`config.mk`:
```
export PLATFORM = sky130hd
export DESIGN_NAME = function_unit
export DESIGN_NICKNAME = d
export VERILOG_FILES = /design/src/rtl/fu_pkg.sv /design/src/rtl/fu_mul_seq.sv /design/src/rtl/function_unit.sv
export SDC_FILE = /design/constraint.sdc
export NUM_CORES = 1
export LEC_CHECK = 0
export ABC_AREA = 1
export BUFFER_PORTS_ARGS = -buffer_cell sky130_fd_sc_hd__buf_4
export CORE_MARGIN = 2
export CORE_UTILIZATION = 50
export DETAILED_ROUTE_END_ITERATION = 16
export HOLD_SLACK_MARGIN = 0.05
export PLACE_DENSITY = 0.7
export SETUP_SLACK_MARGIN = 0.02
export SLEW_MARGIN = 20
export SYNTH_ARGS = -nofsm -noshare
export SYNTH_HDL_FRONTEND = slang
export SYNTH_SLANG_ARGS = --single-unit
```
`constraint.sdc`:
```
create_clock -name CLK -period 3.6 [get_ports CLK]
set_input_delay 0.9 -clock CLK [delete_from_list [all_inputs] [get_ports CLK]]
set_output_delay 0.9 -clock CLK [all_outputs]
set_load 0.02 [all_outputs]
```
`src/rtl/fu_pkg.sv`:
```
// Shared definitions for the 16-bit sequential function unit: data width,
// function-select encodings, FSM state type and the add-overflow helper.
package fu_pkg;

   localparam int WIDTH = 16;

   // Function-select encodings
   localparam logic [3:0] FS_A     = 4'b0000;
   localparam logic [3:0] FS_INC   = 4'b0001;
   localparam logic [3:0] FS_ADD   = 4'b0010;
   localparam logic [3:0] FS_ADDC  = 4'b0011;
   localparam logic [3:0] FS_ADDNB = 4'b0100;
   localparam logic [3:0] FS_SUB   = 4'b0101;
   localparam logic [3:0] FS_DEC   = 4'b0110;
   localparam logic [3:0] FS_A2    = 4'b0111;
   localparam logic [3:0] FS_AND   = 4'b1000;
   localparam logic [3:0] FS_OR    = 4'b1001;
   localparam logic [3:0] FS_XOR   = 4'b1010;
   localparam logic [3:0] FS_NOTA  = 4'b1011;
   localparam logic [3:0] FS_B     = 4'b1100;
   localparam logic [3:0] FS_SHR   = 4'b1101;
   localparam logic [3:0] FS_SHL   = 4'b1110;
   localparam logic [3:0] FS_MUL   = 4'b1111;

   // Controller states, explicitly encoded so the state register is one bit
   typedef enum logic [0:0] {
      IDLE = 1'b0,
      MUL  = 1'b1
   } fu_state_e;

   // Signed overflow of x + y: operands agree in sign, result does not
   function automatic logic add_overflow(input logic x_sign,
                                         input logic y_sign,
                                         input logic r_sign);
      return (x_sign == y_sign) && (r_sign != x_sign);
   endfunction

endpackage

```
`src/rtl/fu_mul_seq.sv`:
```
// Unsigned 16x16 shift-add multiplier, one multiplier bit per cycle, LSB
// first. `done` is high during the cycle whose closing edge performs the
// 16th iteration, and `product` is the value after that cycle's iteration,
// so the parent can register the final result on that same edge.
module fu_mul_seq
   import fu_pkg::*;
(
   input  logic                 CLK,
   input  logic                 RESET,
   input  logic                 load,
   input  logic [WIDTH-1:0]     a,
   input  logic [WIDTH-1:0]     b,
   output logic                 busy,
   output logic                 done,
   output logic [2*WIDTH-1:0]   product
);

   logic [2*WIDTH-1:0] mcand_reg;
   logic [WIDTH-1:0]   mplier_reg;
   logic [2*WIDTH-1:0] prod_reg;
   logic [2*WIDTH-1:0] prod_next;
   logic [3:0]         count_reg;
   logic               busy_reg;

   // Partial product after the current iteration
   always_comb begin
      prod_next = prod_reg;
      if (mplier_reg[0]) begin
         prod_next = prod_reg + mcand_reg;
      end
   end

   assign busy    = busy_reg;
   assign done    = busy_reg && (count_reg == 4'd15);
   assign product = prod_next;

   // Operand latch on load, then one shift-add step per cycle while busy
   always_ff @(posedge CLK) begin
      if (RESET) begin
         mcand_reg  <= '0;
         mplier_reg <= '0;
         prod_reg   <= '0;
         count_reg  <= '0;
         busy_reg   <= 1'b0;
      end else if (load) begin
         mcand_reg  <= {{WIDTH{1'b0}}, a};
         mplier_reg <= b;
         prod_reg   <= '0;
         count_reg  <= '0;
         busy_reg   <= 1'b1;
      end else if (busy_reg) begin
         prod_reg   <= prod_next;
         mcand_reg  <= mcand_reg << 1;
         mplier_reg <= mplier_reg >> 1;
         count_reg  <= count_reg + 4'd1;
         if (count_reg == 4'd15) begin
            busy_reg <= 1'b0;
         end
      end
   end

endmodule

```
`src/rtl/function_unit.sv`:
```
// Sequential function unit: single-cycle ALU/shift operations plus a
// 16-cycle shift-add multiply. F and the flags are registered and held
// until the next completed operation; DONE strobes the register-file write.
module function_unit
   import fu_pkg::*;
(
   input  logic               CLK,
   input  logic               RESET,
   input  logic [WIDTH-1:0]   A,
   input  logic [WIDTH-1:0]   B,
   input  logic [3:0]         FS,
   input  logic               START,
   output logic [WIDTH-1:0]   F,
   output logic               V,
   output logic               C,
   output logic               N,
   output logic               Z,
   output logic               BUSY,
   output logic               DONE
);

   fu_state_e            state_reg;
   logic [WIDTH-1:0]     f_reg;
   logic                 v_reg, c_reg, n_reg, z_reg;
   logic                 done_reg;

   logic [WIDTH-1:0]     add_y;
   logic                 add_cin;
   logic [WIDTH:0]       sum;
   logic [WIDTH-1:0]     f_next;
   logic                 v_next, c_next;

   logic                 mul_load;
   logic                 mul_busy;
   logic                 mul_done;
   logic [2*WIDTH-1:0]   mul_product;

   assign mul_load = (state_reg == IDLE) && START && (FS == FS_MUL);

   fu_mul_seq u_mul (
      .CLK     (CLK),
      .RESET   (RESET),
      .load    (mul_load),
      .a       (A),
      .b       (B),
      .busy    (mul_busy),
      .done    (mul_done),
      .product (mul_product)
   );

   // Single-cycle datapath: one 17-bit adder shared by all arithmetic codes
   always_comb begin
      add_y   = '0;
      add_cin = 1'b0;
      case (FS)
         FS_INC:   add_cin = 1'b1;
         FS_ADD:   add_y = B;
         FS_ADDC:  begin add_y = B;  add_cin = 1'b1; end
         FS_ADDNB: add_y = ~B;
         FS_SUB:   begin add_y = ~B; add_cin = 1'b1; end
         FS_DEC:   add_y = {WIDTH{1'b1}};
         default:  ;
      endcase
      sum = {1'b0, A} + {1'b0, add_y} + {{WIDTH{1'b0}}, add_cin};

      f_next = A;
      c_next = 1'b0;
      v_next = 1'b0;
      case (FS)
         FS_INC, FS_ADD, FS_ADDC, FS_ADDNB, FS_SUB, FS_DEC: begin
            f_next = sum[WIDTH-1:0];
            c_next = sum[WIDTH];
            v_next = add_overflow(A[WIDTH-1], add_y[WIDTH-1], sum[WIDTH-1]);
         end
         FS_AND:  f_next = A & B;
         FS_OR:   f_next = A | B;
         FS_XOR:  f_next = A ^ B;
         FS_NOTA: f_next = ~A;
         FS_B:    f_next = B;
         FS_SHR:  begin f_next = {1'b0, B[WIDTH-1:1]}; c_next = B[0]; end
         FS_SHL:  begin f_next = {B[WIDTH-2:0], 1'b0}; c_next = B[WIDTH-1]; end
         default: ;
      endcase
   end

   // Controller and output registers; DONE is a one-cycle strobe
   always_ff @(posedge CLK) begin
      if (RESET) begin
         state_reg <= IDLE;
         f_reg     <= '0;
         v_reg     <= 1'b0;
         c_reg     <= 1'b0;
         n_reg     <= 1'b0;
         z_reg     <= 1'b0;
         done_reg  <= 1'b0;
      end else begin
         done_reg <= 1'b0;
         case (state_reg)
            IDLE: begin
               if (START) begin
                  if (FS == FS_MUL) begin
                     state_reg <= MUL;
                  end else begin
                     f_reg    <= f_next;
                     v_reg    <= v_next;
                     c_reg    <= c_next;
                     n_reg    <= f_next[WIDTH-1];
                     z_reg    <= (f_next == '0);
                     done_reg <= 1'b1;
                  end
               end
            end
            MUL: begin
               if (mul_done) begin
                  f_reg     <= mul_product[WIDTH-1:0];
                  v_reg     <= 1'b0;
                  c_reg     <= |mul_product[2*WIDTH-1:WIDTH];
                  n_reg     <= mul_product[WIDTH-1];
                  z_reg     <= (mul_product[WIDTH-1:0] == '0);
                  done_reg  <= 1'b1;
                  state_reg <= IDLE;
               end
            end
            default: state_reg <= IDLE;
         endcase
      end
   end

   assign F    = f_reg;
   assign V    = v_reg;
   assign C    = c_reg;
   assign N    = n_reg;
   assign Z    = z_reg;
   assign BUSY = mul_busy;
   assign DONE = done_reg;

endmodule

```
# After elaboration in Yosys (flattened, before gate mapping)
# Cells that the tools add are included.
# totals
regBits	107
input_bits	39
wordCells	98
# classes
n_addsub	4
eq_ne	20
mux	41
n_bitwise	6
reduce_logical	14
# ops
op	n
16-bit one-hot mux with 8 select lines	1
16-bit 2-to-1 mux	7
16-bit one-hot mux with 3 select lines	1
4-bit equality test, second input constant	9
32-bit adder	1
16-bit zero test	2
32-bit 2-to-1 mux	1
16-bit NOT	2
16-bit one-hot mux with 2 select lines	1
1-bit 2-to-1 mux	23
16-bit by 16-bit adder with 17-bit output	1
17-bit by 1-bit adder with 17-bit output	1
16-bit AND	1
16-bit bitwise OR	1
16-bit OR reduction	1
16-bit XOR	1
4-bit by 3-bit equality test with 1-bit output, second input constant	3
1-bit one-hot mux with 2 select lines	6
4-bit by 2-bit equality test with 1-bit output, second input constant	2
2-bit OR reduction	3
6-bit OR reduction	1
4-bit by 1-bit adder with 4-bit output, second input constant	1
4-bit by 1-bit equality test with 1-bit output, second input constant	1
1-bit logical AND	4
other kinds (9)	10

# Depth between registers and ports, before layout
# Gate-level depths: netlist of the first run.
# logic_depth
word_depth	11
mapped_depth	23
depth_no_buf	21

# Hierarchy
# A second synthesis of the first run with hierarchy kept.
# hier_totals
hier_cells	1754
hier_area_um2	10049.6
# by_module_without_submodules
mod	instances	cells_per_inst	area_each_um2	seq_area_each_um2
fu_mul_seq	1	1020	6059.6	1701.6
function_unit	1	734	3990.1	420.4

# Worst setup path before layout of the first run
# Ideal clock, no wire load.
# synth_path
kind	input-to-reg
start	in FS[2]
end	reg z_reg, in the netlist Z
setup_time_ns	0.066
arrival_ns	3.592
t_required_ns	3.534
path_slack_ns	-0.058
stages	21
n_path_buf	2
cell_sequence	buf_6 nor2_4 clkbuf_1 nand2_1 a22oi_1 fa_1 inv_1 fa_1 nand3b_1 nand2_1 a21oi_1 or2_2 nand3_1 nand3_1 o21ai_0 nand2_1 inv_1 nand2_1 nor2_1 nand3_1 a21oi_2
# synth_between
elab_chain_len	10
# synth_rtl
item	line_no	rtl
start: declaration	function_unit.sv:11	input logic [3:0] FS,
4-bit by 3-bit equality test with 1-bit output or 4-bit by 2-bit equality test with 1-bit output (tied branches)	function_unit.sv:55, function_unit.sv:69	
2-bit OR reduction (no line)	-	
16-bit one-hot mux with 3 select lines	function_unit.sv:55	case (FS)
16-bit by 16-bit adder with 17-bit output	function_unit.sv:64	sum = {1'b0, A} + {1'b0, add_y} + {{WIDTH{1'b0}}, add_cin};
17-bit by 1-bit adder with 17-bit output	function_unit.sv:64	
16-bit one-hot mux with 8 select lines	function_unit.sv:69	case (FS)
16-bit zero test	function_unit.sv:108	z_reg <= (f_next == '0);
1-bit 2-to-1 mux	function_unit.sv:101	if (FS == FS_MUL) begin
1-bit 2-to-1 mux	function_unit.sv:100	if (START) begin
1-bit one-hot mux with 2 select lines	function_unit.sv:98	case (state_reg)
end signal: assignment	function_unit.sv:108	
end signal: assignment	function_unit.sv:119	z_reg <= (mul_product[WIDTH-1:0] == '0);
end: declaration	function_unit.sv:24	logic v_reg, c_reg, n_reg, z_reg;
# Parallel ways exist; a longest one is shown, timed or not. The select of a mux whose other input is x is not followed.
# A chain may end at the register's enable or synchronous reset.

# Worst setup path after layout of the first run
# layout_path
start	in FS[3]
end	reg z_reg, in the netlist Z
# Same word-level chain as after synthesis.

==> Implementation_results.wiki, run 1 <==
{| class="wikitable"
! Metric !! Value
|-
| Required time of the worst setup path || 3910 ps
|-
| TritonCTS clock tree || done
|-
| Final RePlAce weighted congestion || 0.978
|-
| Status || completed
|-
| First-pass GRT wire length || 47.6 mm
|-
| Post-route setup TNS || 0 ps
|-
| Layout cell share with drive strength beyond 1 || 7.85%
|-
| Combinational family with the most area after synthesis || simple AND/OR/NAND/NOR gates
|-
| Post-Layout Inst Area || 10,700 um2
|-
| Startpoint type of the worst setup path || input port
|-
| Fillcell total || 2,022
|-
| Number of clock sinks seen by CTS || 106
|-
| Most used cells in the layout excluding fill and tap cells || 532 x sky130_fd_sc_hd__nand2_1, 248 x sky130_fd_sc_hd__inv_1, 153 x sky130_fd_sc_hd__nor2_1
|-
| Antenna Cells || 0
|-
| Initial antenna violation count || 0
|-
| Min cycle time layout || 3210 ps
|-
| IR drop worst, VDD || 0.000207 V
|-
| HPWL after detailed placement || 22.9 mm
|-
| Remaining global-route overflow || 0
|-
| Compound-gate portion of the synthesized area || 17.0%
|-
| Maximum Capacitance Violations || 0
|-
| Ratio of total power to cell area || 280 nW/um2
|-
| Finished Layout Cells || 1,973
|-
| Number of placed cells counting well taps || 1,957
|-
| Max Clock Skew || 9.46 ps
|-
| Synth Area in Simple Gates || 36.3%
|-
| Static leakage || 5.65 nW
|-
| Die Y-Extent || 144 um
|-
| Multiplexer share of the synthesized area || 0%
|-
| Total wire length after detailed routing || 29.4 mm
|-
| Sequential area share after synthesis || 21.8%
|-
| Total clock buffers created by CTS || 9
|-
| Fmax || 311 MHz
|-
| Number of cells produced by synthesis || 1,668
|-
| Clock input transition at the sequential cells of the worst setup and hold paths || 70 ps
|-
| Synth Area in XOR/XNOR || 1.17%
|-
| Number of global-route vias before repair || 9,410
|-
| Detail-routed net length per standard cell || 14.9 um
|-
| Post-cts repair resize count || 0
|-
| Row count || 51
|-
| Number of distinct standard cells referenced by the synthesized netlist || 53
|-
| Number of enable-type register cells in the synthesized netlist || 0
|-
| Number of search-and-repair iterations in the first detailed-routing pass || 5
|-
| Number of buffers between clock root and the deepest sink || 2
|-
| Number of storage elements in the synthesis netlist || 106
|-
| Hold Buf Count CTS || 0
|-
| Instance area at placement || 10,400 um2
|-
| Number of levels the H-tree was split into || 3
|-
| Remaining routing DRC violations || 0
|-
| Setup-failing EPs final || 0
|-
| Slew Viols, Final || 0
|-
| Signal arrival time at the worst endpoint || 3520 ps
|-
| Setup repair after global routing missed its margin || no
|-
| Initial drt markers || 745
|-
| Most common cell after layout, fill and taps aside || sky130_fd_sc_hd__nand2_1
|-
| Most used DFF post-synth || sky130_fd_sc_hd__dfxtp_1
|-
| GRT Total Usage || 28.7%
|-
| Worst rel slew slack || 44.9%
|-
| Critical path type || in2reg
|-
| Buffer count from post-CTS setup fixing || 0
|-
| Number of routed nets with antenna violations || 0
|-
| Post-route fraction of the period consumed by the critical path || 89.3%
|-
| Number of buffer cells added on primary ports || 60
|-
| Post-Synthesis Cell Area || 9740 um2
|-
| Horizontal die dimension || 144 um
|-
| Critical Path Fanout Max || 4
|-
| Total number of vias || 10,500
|-
| Total die area || 20,600 um2
|-
| Async set-reset flop share out of synthesis || 0%
|-
| Layout Nets || 1,824
|-
| CP Capture Type || flip-flop
|-
| Total count of hold-check failures in the final report || 0
|-
| Ys Warns || 0
|-
| Synthesized-area fraction occupied by adder cells || 10.8%
|-
| Core outline area || 19,300 um2
|-
| Pin count of the biggest net entering global routing || 53
|-
| Synthesized area divided by synthesized cell count || 5.84 um2
|-
| Post-synthesis net count || 1,789
|-
| Count of pins on the block boundary || 61
|-
| Root buffer cell || sky130_fd_sc_hd__clkbuf_16
|-
| Worst skew pair latency || 370 ps
|-
| Area Overhead vs Synth || 10.2%
|-
| Transition at the pin with the smallest max-transition slack || 826 ps
|-
| Initial Util || 50.6%
|-
| Hold Path Class || reg2reg
|-
| Via-per-instance ratio || 5.32
|}
-- cells in the mapped netlist (16+ instances only) --
master                     instances  area, um2
sky130_fd_sc_hd__a21oi_1         101        505
sky130_fd_sc_hd__a22oi_1          16        120
sky130_fd_sc_hd__a31oi_1          20        125
sky130_fd_sc_hd__clkbuf_1         33        124
sky130_fd_sc_hd__dfxtp_1         106       2120
sky130_fd_sc_hd__ha_1             79        988
sky130_fd_sc_hd__inv_1           248        931
sky130_fd_sc_hd__nand2_1         532       2000
sky130_fd_sc_hd__nand3_1         120        601
sky130_fd_sc_hd__nor2_1          154        578
sky130_fd_sc_hd__o21ai_0          96        480
sky130_fd_sc_hd__o22ai_1          17        106
-- layer usage --
metal,part of all wire (%),track usage (%)
met5,0,0
met2,46,48.5
met1,47,39.6
met4,1.6,8.00
met3,5.1,1.90
-- stage by stage --
step / hold slack (ps) / power [mW] / util (%) / setup WS (ps)
5_1_grt: 499 / 3.14 / 55.7 / 98.8
3_5_place_dp: 471 / 1.93 / 54.1 / 29.1
2_1_floorplan: 441 / 1.70 / - / 29.8
3_3_place_gp: 454 / 1.93 / 54.1 / 46.0
4_1_cts: 482 / 3.00 / 55.7 / 398
6_report: 481 / 3.01 / 55.7 / 385
-- worst paths after layout --
path	from	cells past startpoint	slack, ps	to
max	FS[3]	20	390	Z$_SDFFE_PP0P_
min	u_mul.mcand_reg[31]$_SDFFE_PP0P_	2	480	u_mul.mcand_reg[31]$_SDFFE_PP0P_
max reg2reg	u_mul.mcand_reg[0]$_SDFFE_PP0P_	19	650	C$_SDFFE_PP0P_
min reg2reg	u_mul.mcand_reg[31]$_SDFFE_PP0P_	2	480	u_mul.mcand_reg[31]$_SDFFE_PP0P_
-- cells by family after synthesis --
group                    count (synthesis)
adder cells (fa/ha/maj)                 82
buffers and inverters                  318
XOR/XNOR                                13
flip-flops                             106
AND/OR/NAND/NOR                        858
AO/OA/AOI/OAI                          291
-- critical path, stage by stage --
cell                       delay [ps]
sky130_fd_sc_hd__buf_4            130
sky130_fd_sc_hd__nor2_4           120
sky130_fd_sc_hd__nand2_1           50
sky130_fd_sc_hd__a22oi_1          200
sky130_fd_sc_hd__fa_1             230
sky130_fd_sc_hd__inv_1             50
sky130_fd_sc_hd__fa_1             370
sky130_fd_sc_hd__nand3b_1         170
sky130_fd_sc_hd__nand2_1          140
sky130_fd_sc_hd__a21oi_1           90
sky130_fd_sc_hd__or2_2            270
sky130_fd_sc_hd__nand3_1           80
sky130_fd_sc_hd__nand3_1           70
sky130_fd_sc_hd__o21ai_0          120
sky130_fd_sc_hd__nand2_1           90
sky130_fd_sc_hd__inv_1             60
sky130_fd_sc_hd__nand2_1           40
sky130_fd_sc_hd__nor2_1           120
sky130_fd_sc_hd__nand3_1          100
sky130_fd_sc_hd__a21oi_2          120
-- cell type report --
class / instances / area (um2) / area share [%]
Multi-Input combinational cell: 1244 / 6360 / 59.2
Tap cell: 265 / 332 / 3.09
Sequential cell: 106 / 2120 / 19.8
Clock inverter: 5 / 70.1 / 0.652
Inverter: 258 / 971 / 9.04
Clock buffer: 11 / 253 / 2.35
Timing Repair Buffer: 84 / 631 / 5.87
-- report_power, final --
part	switching, mW	total [mW]	internal [mW]	leakage [nW]
Sequential	0.0289	1.24	1.21	0.860
Clock	0.497	1.09	0.591	0.160
Combinational	0.441	0.684	0.243	4.63
Power figures use the tool's default switching activity.
==> run 2: changes to the inputs <==
--- a/config.mk
+++ b/config.mk
@@ -9,6 +9,7 @@
 export BUFFER_PORTS_ARGS = -buffer_cell sky130_fd_sc_hd__buf_4
 export CORE_MARGIN = 2
 export CORE_UTILIZATION = 50
+export CTS_BUF_LIST = sky130_fd_sc_hd__clkbuf_2 sky130_fd_sc_hd__clkbuf_4 sky130_fd_sc_hd__clkbuf_8
 export DETAILED_ROUTE_END_ITERATION = 16
 export HOLD_SLACK_MARGIN = 0.05
 export PLACE_DENSITY = 0.7
==> run 2 against run 1 <==
  * Total power fell by 8.3%
  * First-iteration DRC count up 0.40%
  * Clock-buffer cell count is the same
  * Critical path depth unchanged
  * Design area fell by 0.94%
  * Via count rose by 0.31%
==> Implementation_results.wiki, run 2 (synthesis gave the netlist of run 1 again) <==
{| class="wikitable"
! Metric !! Value
|-
| Pin count of the biggest net entering global routing || 53 (unchanged)
|-
| Remaining global-route overflow || 0 (unchanged)
|-
| Layout cell share with drive strength beyond 1 || 7.85% (unchanged)
|-
| Core outline area || 19,300 um2 (unchanged)
|-
| Sequence of cells on the critical path || buf_4 > nor2_4 > nand2_1 > a22oi_1 > fa_1 > inv_1 > fa_1 > nand3b_1 > nand2_1 > a21oi_1 > or2_2 > nand3_1 > nand3_1 > o21ai_0 > nand2_1 > inv_1 > nand2_1 > nor2_1 > nand3_1 > a21oi_2
|-
| Antenna Cells || 0 (unchanged)
|-
| Post-route setup TNS || 0 ps (unchanged)
|-
| Clock input transition at the sequential cells of the worst setup and hold paths || 110 ps (+40 ps)
|-
| Initial drt markers || 748 (+0.40%)
|-
| Number of buffer and inverter stages on the critical path || 3 (unchanged)
|-
| Count of pins on the block boundary || 61 (unchanged)
|-
| Number of search-and-repair iterations in the first detailed-routing pass || 5 (unchanged)
|-
| Fillcell total || 2,034 (+0.59%)
|-
| Total wire length after detailed routing || 29.3 mm (-0.22%)
|-
| Worst hold margin || 486 ps (+5.59 ps)
|-
| Min cycle time layout || 3190 ps (-19.9 ps)
|-
| Initial Util || 50.6% (unchanged)
|-
| Horizontal die dimension || 144 um (unchanged)
|-
| Slew Viols, Final || 0 (unchanged)
|-
| Maximum Capacitance Violations || 0 (unchanged)
|-
| Final RePlAce weighted congestion || 0.978 (unchanged)
|-
| Depth of the critical timing path with buffers and inverters included || 20 (unchanged)
|-
| Min-Delay Path Depth || 2 (unchanged)
|-
| Number of buffer cells added on primary ports || 60 (unchanged)
|-
| Total count of hold-check failures in the final report || 0 (unchanged)
|-
| Setup repair after global routing missed its margin || no
|-
| Total clock buffers created by CTS || 9 (unchanged)
|-
| Reg2Reg Depth || 19 (unchanged)
|-
| Total die area || 20,600 um2 (unchanged)
|-
| Row count || 51 (unchanged)
|-
| Critical Path Fanout Max || 4 (unchanged)
|-
| Fmax || 313 MHz (+0.62%)
|-
| Area Overhead vs Synth || 9.21%
|-
| Via-per-instance ratio || 5.34 (+0.31%)
|-
| Signal arrival time at the worst endpoint || 3530 ps (about the same)
|-
| Post-route fraction of the period consumed by the critical path || 88.7% (-0.55 points)
|-
| Status || completed
|-
| TritonCTS clock tree || done
|-
| Static leakage || 5.61 nW (-0.82%)
|-
| Initial antenna violation count || 0 (unchanged)
|-
| Critical path type || in2reg
|-
| Die Y-Extent || 144 um (unchanged)
|-
| Hold Path Class || reg2reg
|-
| Most common cell after layout, fill and taps aside || sky130_fd_sc_hd__nand2_1
|-
| Detail-routed net length per standard cell || 14.8 um (-0.22%)
|-
| GRT Total Usage || 28.6% (-0.12 points)
|-
| Setup-failing EPs final || 0 (unchanged)
|-
| Number of buffers between clock root and the deepest sink || 2 (unchanged)
|-
| Worst rel slew slack || 46.2% (+1.3 points)
|-
| Layout Nets || 1,824 (unchanged)
|-
| Number of levels the H-tree was split into || 3 (unchanged)
|-
| Number of clock sinks seen by CTS || 106 (unchanged)
|-
| Number of routed nets with antenna violations || 0 (unchanged)
|-
| Transition at the pin with the smallest max-transition slack || 806 ps (-20.2 ps)
|-
| Max Clock Skew || 17.3 ps (+7.79 ps)
|-
| Buffer count from post-CTS setup fixing || 0 (unchanged)
|-
| Startpoint type of the worst setup path || input port
|-
| Total number of vias || 10,500 (+0.31%)
|-
| First-pass GRT wire length || 47.4 mm (-0.28%)
|-
| Slowest-stage cell, CP || sky130_fd_sc_hd__fa_1
|-
| Most used cells in the layout excluding fill and tap cells || 532 x sky130_fd_sc_hd__nand2_1, 248 x sky130_fd_sc_hd__inv_1, 153 x sky130_fd_sc_hd__nor2_1
|-
| Remaining routing DRC violations || 0 (unchanged)
|-
| Root buffer cell || sky130_fd_sc_hd__clkbuf_8
|-
| Ratio of total power to cell area || 259 nW/um2 (-7.4%)
|-
| Worst skew pair latency || 400 ps (+30 ps)
|-
| IR drop worst, VDD || 0.000151 V (-27%)
|-
| Crit-path most repeated cell || sky130_fd_sc_hd__nand2_1
|-
| CP Capture Type || flip-flop
|-
| Largest delay share family, worst path || simple AND/OR/NAND/NOR gates
|-
| Number of global-route vias before repair || 9,384 (-0.28%)
|-
| Required time of the worst setup path || 3940 ps (+30 ps)
|-
| HPWL after detailed placement || 22.9 mm (unchanged)
|-
| Post-cts repair resize count || 0 (unchanged)
|-
| Max incr delay on CP || 370 ps (about the same)
|-
| Hold Buf Count CTS || 0 (unchanged)
|}
-- run 2: cell counts in the layout (fill, tap and decap cells not counted) --
Identical to the previous run, type by type.
-- run 2: worst paths after layout --
kind | end | slack (ps) | startpoint
worst max-delay path | Z$_SDFFE_PP0P_ | 410 | FS[3]
worst min-delay path | u_mul.mcand_reg[31]$_SDFFE_PP0P_ | 490 | u_mul.mcand_reg[31]$_SDFFE_PP0P_
worst max register to register | C$_SDFFE_PP0P_ | 660 | u_mul.mcand_reg[0]$_SDFFE_PP0P_
worst min register to register | u_mul.mcand_reg[31]$_SDFFE_PP0P_ | 490 | u_mul.mcand_reg[31]$_SDFFE_PP0P_
-- run 2: layer usage --
metal	wire length, um	vias up	part of all wire [%]	GRT usage [%]
li1	-	5394	-	-
met1	13500	4777	46	39.7
met2	13600	332	46	48.4
met3	1770	30	6.0	2.27
met4	402	0	1.4	6.81
met5	0	-	0	0
-- run 2: cell type report --
| class | instances | area [um2] | area share, % |
|---|---|---|---|
| sequential | 106 | 2120 | 20.0 |
| inverter | 258 | 971 | 9.13 |
| multi-input combinational | 1244 | 6360 | 59.8 |
| clock inverter | 5 | 70.1 | 0.659 |
| tap | 265 | 332 | 3.12 |
| timing repair buffer | 84 | 631 | 5.93 |
| clock buffer | 11 | 151 | 1.42 |
-- run 2: worst reg2reg max path: stages, from the launching register on --
cell,delay [ps]
sky130_fd_sc_hd__dfxtp_1,400
sky130_fd_sc_hd__ha_1,260
sky130_fd_sc_hd__inv_1,90
sky130_fd_sc_hd__fa_1,440
sky130_fd_sc_hd__inv_1,130
sky130_fd_sc_hd__nand3_1,80
sky130_fd_sc_hd__nand2_1,150
sky130_fd_sc_hd__nand3_1,90
sky130_fd_sc_hd__nand3_1,210
sky130_fd_sc_hd__nand2_1,120
sky130_fd_sc_hd__nand2_1,80
sky130_fd_sc_hd__nand2_1,40
sky130_fd_sc_hd__nand3_1,60
sky130_fd_sc_hd__o21ai_0,100
sky130_fd_sc_hd__nor2_1,110
sky130_fd_sc_hd__nand2_1,60
sky130_fd_sc_hd__nor2_1,210
sky130_fd_sc_hd__nand2_1,100
sky130_fd_sc_hd__nand2_1,60
sky130_fd_sc_hd__a21oi_1,50
-- run 2: report_power, final --
| part | internal (mW) | switching (mW) |
|---|---|---|
| sequential | 1.21 | 0.0287 |
| combinational | 0.243 | 0.440 |
| clock | 0.373 | 0.465 |
-- run 2: metrics by stage --
stage	utilization, %	cell area (um2)	std cells	total power, mW	setup WS [ps]
6_report	55.2	10600	1973	2.76	405
5_1_grt	55.2	10600	1973	2.89	144
4_1_cts	55.2	10600	1973	2.76	442
3_5_place_dp	54.1	10400	1957	1.93	29.1
3_3_place_gp	54.1	10400	1957	1.93	46.0
2_1_floorplan	-	9740	1668	1.70	29.8
==> run 3: changes to the inputs <==
--- a/config.mk
+++ b/config.mk
@@ -14,7 +14,7 @@
 export HOLD_SLACK_MARGIN = 0.05
 export PLACE_DENSITY = 0.7
 export SETUP_SLACK_MARGIN = 0.02
-export SLEW_MARGIN = 20
 export SYNTH_ARGS = -nofsm -noshare
 export SYNTH_HDL_FRONTEND = slang
+export SYNTH_HIERARCHICAL = 1
 export SYNTH_SLANG_ARGS = --single-unit
==> run 3 against run 2 <==
  * Worst setup slack worse by 170 ps
  * Largest cell class unchanged
  * Highest routed layer unchanged
  * Wire length is 15% higher
  * Via count is 5.9% higher
  * First-iteration DRC count is 32% higher
  * Maximum frequency is 5.0% lower
  * Total power is 3.2% higher
  * Sequential share of layout area is 0.69 points lower
  * Non-clock buffer count is 9 higher
==> Implementation_results.wiki, run 3 <==
{| class="wikitable"
! Metric !! Value
|-
| Number of buffers between clock root and the deepest sink || 2 (unchanged)
|-
| Startpoint type of the worst setup path || flip-flop
|-
| Final RePlAce weighted congestion || 0.988 (+1.0%)
|-
| Slew Viols, Final || 0 (unchanged)
|-
| Total Power Consumption || 2.85 mW (+3.2%)
|-
| Number of cells produced by synthesis || 1,754 (+5.2%)
|-
| Hold Path Class || reg2reg
|-
| Root buffer cell || sky130_fd_sc_hd__clkbuf_8
|-
| Post-Synthesis Cell Area || 10,000 um2 (+3.1%)
|-
| Total wire length after detailed routing || 33.6 mm (+15%)
|-
| First-pass GRT wire length || 53.7 mm (+13%)
|-
| Area of combinational cells with multiple inputs || 6630 um2 (+4.2%)
|-
| Required time of the worst setup path || 3900 ps (-40 ps)
|-
| Worst hold start || u_mul/count_reg[3]$_SDFFE_PP0P_
|-
| Critical path type || reg2reg
|-
| CP Capture Type || flip-flop
|-
| Worst R2R Start || u_mul/mcand_reg[0]$_SDFFE_PP0P_
|-
| Remaining global-route overflow || 0 (unchanged)
|-
| Core outline area || 19,600 um2 (+1.7%)
|-
| Clock input transition at the sequential cells of the worst setup and hold paths || 120 ps (about the same)
|-
| Post-Layout Inst Area || 11,000 um2 (+3.6%)
|-
| Hold Buf Count CTS || 0 (unchanged)
|-
| Ratio of total power to cell area || 258 nW/um2 (-0.36%)
|-
| HPWL after detailed placement || 26.7 mm (+17%)
|-
| Via-per-instance ratio || 5.38 (+0.82%)
|-
| Number of routed nets with antenna violations || 0 (unchanged)
|-
| Crit-path most repeated cell || sky130_fd_sc_hd__nand3_1
|-
| Instance area at placement || 10,800 um2 (+3.9%)
|-
| Slowest-stage cell, CP || sky130_fd_sc_hd__fa_1
|-
| Largest delay share family, worst path || simple AND/OR/NAND/NOR gates
|-
| Setup-failing EPs final || 0 (unchanged)
|-
| Total count of hold-check failures in the final report || 0 (unchanged)
|-
| Initial drt markers || 984 (+32%)
|-
| Number of global-route vias before repair || 10,100 (+7.4%)
|-
| Most common library cells after synthesis || 571 x sky130_fd_sc_hd__nand2_1, 269 x sky130_fd_sc_hd__inv_1, 171 x sky130_fd_sc_hd__nor2_1
|-
| Critical Path Fanout Max || 5 (+1)
|-
| Share of the synthesized area in the top cell type || 21.3% (-0.45 points)
|-
| TritonCTS clock tree || done
|-
| Post-synthesis net count || 1,875 (+4.8%)
|-
| Total die area || 21,200 um2 (+3.1%)
|-
| Post-route fraction of the period consumed by the critical path || 93.4% (+4.7 points)
|-
| Most used cells in the layout excluding fill and tap cells || 571 x sky130_fd_sc_hd__nand2_1, 269 x sky130_fd_sc_hd__inv_1, 171 x sky130_fd_sc_hd__nor2_1
|-
| Remaining routing DRC violations || 0 (unchanged)
|-
| Setup repair after global routing missed its margin || no
|-
| Post-route setup TNS || 0 ps (unchanged)
|-
| Number of clock sinks seen by CTS || 106 (unchanged)
|-
| Largest area contributor in the synthesized netlist || sky130_fd_sc_hd__nand2_1
|-
| Number of buffer cells added on primary ports || 60 (unchanged)
|-
| Footprint of the flip-flops and latches || 2120 um2 (unchanged)
|-
| Number of distinct standard cells referenced by the synthesized netlist || 45 (-15%)
|-
| Sequential area share after synthesis || 21.1% (-0.66 points)
|-
| Worst setup path startpoint || u_mul/mcand_reg[0]$_SDFFE_PP0P_
|-
| Layout cell share with drive strength beyond 1 || 8.64% (+0.79 points)
|-
| Count of pins on the block boundary || 61 (unchanged)
|-
| GRT Total Usage || 31.4% (+2.8 points)
|-
| Detail-routed net length per standard cell || 16.2 um (+9.4%)
|-
| Most common cell after layout, fill and taps aside || sky130_fd_sc_hd__nand2_1
|-
| Synthesized area divided by synthesized cell count || 5.73 um2 (-1.9%)
|-
| Horizontal die dimension || 146 um (+1.5%)
|-
| Signal arrival time at the worst endpoint || 3660 ps (+130 ps)
|-
| Async set-reset flop share out of synthesis || 0% (unchanged)
|-
| Number of levels the H-tree was split into || 3 (unchanged)
|-
| Library cell with the highest instance count after synthesis || sky130_fd_sc_hd__nand2_1
|-
| Max Clock Skew || 14.5 ps (-2.71 ps)
|-
| Number of enable-type register cells in the synthesized netlist || 0 (unchanged)
|-
| Static leakage || 6.01 nW (+7.2%)
|-
| Die Y-Extent || 146 um (+1.5%)
|-
| Ys Warns || 6 (+6)
|-
| Max incr delay on CP || 480 ps (+110 ps)
|-
| Most used DFF post-synth || sky130_fd_sc_hd__dfxtp_1
|-
| Top cells by area in the synthesized netlist || sky130_fd_sc_hd__nand2_1 21%, sky130_fd_sc_hd__dfxtp_1 21%, sky130_fd_sc_hd__inv_1 10%, sky130_fd_sc_hd__ha_1 9.8%, sky130_fd_sc_hd__nor2_1 6.4%
|-
| Number of search-and-repair iterations in the first detailed-routing pass || 6 (+1)
|-
| Number of storage elements in the synthesis netlist || 106 (unchanged)
|-
| Initial Util || 51.3% (+0.74 points)
|-
| Sequence of cells on the critical path || ha_1 > fa_1 > nand3_1 > nand3_1 > nand2_1 > nand2_2 > nand3_1 > nand4_1 > nand3_1 > nand2_1 > nor4_1 > nand4_1 > o21ai_0 > inv_1 > nand2_1 > a21oi_1
|-
| Total number of vias || 11,200 (+5.9%)
|-
| IR drop worst, VDD || 0.000235 V (+56%)
|-
| Transition at the pin with the smallest max-transition slack || 879 ps (+73.7 ps)
|-
| Initial antenna violation count || 0 (unchanged)
|-
| Total clock buffers created by CTS || 9 (unchanged)
|-
| Pin count of the biggest net entering global routing || 68 (+28%)
|-
| Min cycle time layout || 3360 ps (+169 ps)
|-
| Worst skew pair latency || 410 ps (about the same)
|-
| Worst rel slew slack || 41.3% (-4.9 points)
|-
| Maximum Capacitance Violations || 0 (unchanged)
|-
| Fillcell total || 2,144 (+5.4%)
|-
| Number of buffer and inverter stages on the critical path || 1 (-2)
|-
| Fmax || 297 MHz (-5.0%)
|-
| Layout Nets || 1,922 (+5.4%)
|-
| Status || completed
|-
| Area Overhead vs Synth || 9.69%
|-
| Row count || 51 (unchanged)
|}
==> run 3: kinds of logic after synthesis <==
kind of cell | synth area share, %
AOI/OAI and AO/OA | 15.9
adders and majority gates | 10.4
and+or+nand+nor | 38.4
DFF | 21.1
xor gates and xnor gates | 1.22
buffers and inverters | 12.9
==> run 3: repair_timing <==
action                     in CTS  in global routing
setup endpoints to repair       0                  1
resized for setup               0                  2
setup buffers                   0                  1
hold endpoints to repair        0                  0
==> run 3: worst reg2reg max path, cell delays in order (launching register included) <==
cell                      delay [ps]
sky130_fd_sc_hd__dfxtp_1         330
sky130_fd_sc_hd__ha_1            240
sky130_fd_sc_hd__fa_1            480
sky130_fd_sc_hd__nand3_1         130
sky130_fd_sc_hd__nand3_1         170
sky130_fd_sc_hd__nand2_1         160
sky130_fd_sc_hd__nand2_2         110
sky130_fd_sc_hd__nand3_1         120
sky130_fd_sc_hd__nand4_1         100
sky130_fd_sc_hd__nand3_1         160
sky130_fd_sc_hd__nand2_1          70
sky130_fd_sc_hd__nor4_1          410
sky130_fd_sc_hd__nand4_1         350
sky130_fd_sc_hd__o21ai_0         260
sky130_fd_sc_hd__inv_1            50
sky130_fd_sc_hd__nand2_1          60
sky130_fd_sc_hd__a21oi_1          50
==> run 3: worst paths after layout <==
path                            to  slack, ps  cells after the start
max                 C$_SDFFE_PP0P_        240                     16
min          u_mul/busy$_SDFF_PP0_        460                      1
max reg2reg         C$_SDFFE_PP0P_        240                     16
min reg2reg  u_mul/busy$_SDFF_PP0_        460                      1
==> run 3: layout make-up <==
cell class | instances | share of cell area (%)
diodes | 1 | 0.0227
clock buffers | 9 | 1.12
clock inverters | 7 | 0.579
inverters | 275 | 9.39
multi-input cells | 1316 | 60.2
flip-flops and latches | 106 | 19.3
well taps | 265 | 3.01
repair buffers | 93 | 6.45
==> run 3: per-stage QoR <==
stage | cells | setup WS (ps) | hold WS (ps) | util, %
after global placement | 2054 | 30.9 | 437 | 55.2
after detailed placement | 2054 | 0.424 | 451 | 55.2
final | 2072 | 236 | 464 | 56.3
after floorplan | 1754 | 21.6 | 432 | -
after global routing | 2071 | 21.9 | 493 | 56.3
after CTS | 2070 | 311 | 471 | 56.2
==> run 3: metal layers <==
metal | vias up | track usage (%) | wire [um]
met3 | 58 | 4.20 | 2220
li1 | 5667 | - | -
met5 | - | 0 | 0
met1 | 5043 | 44.0 | 15700
met2 | 384 | 50.6 | 14800
met4 | 0 | 8.87 | 849
==> run 3: report_power, final <==
part | leakage, nW | internal (mW) | total, mW | switching (mW)
combinational | 5.06 | 0.288 | 0.838 | 0.551
clock | 0.0865 | 0.264 | 0.752 | 0.488
sequential | 0.861 | 1.22 | 1.26 | 0.0350
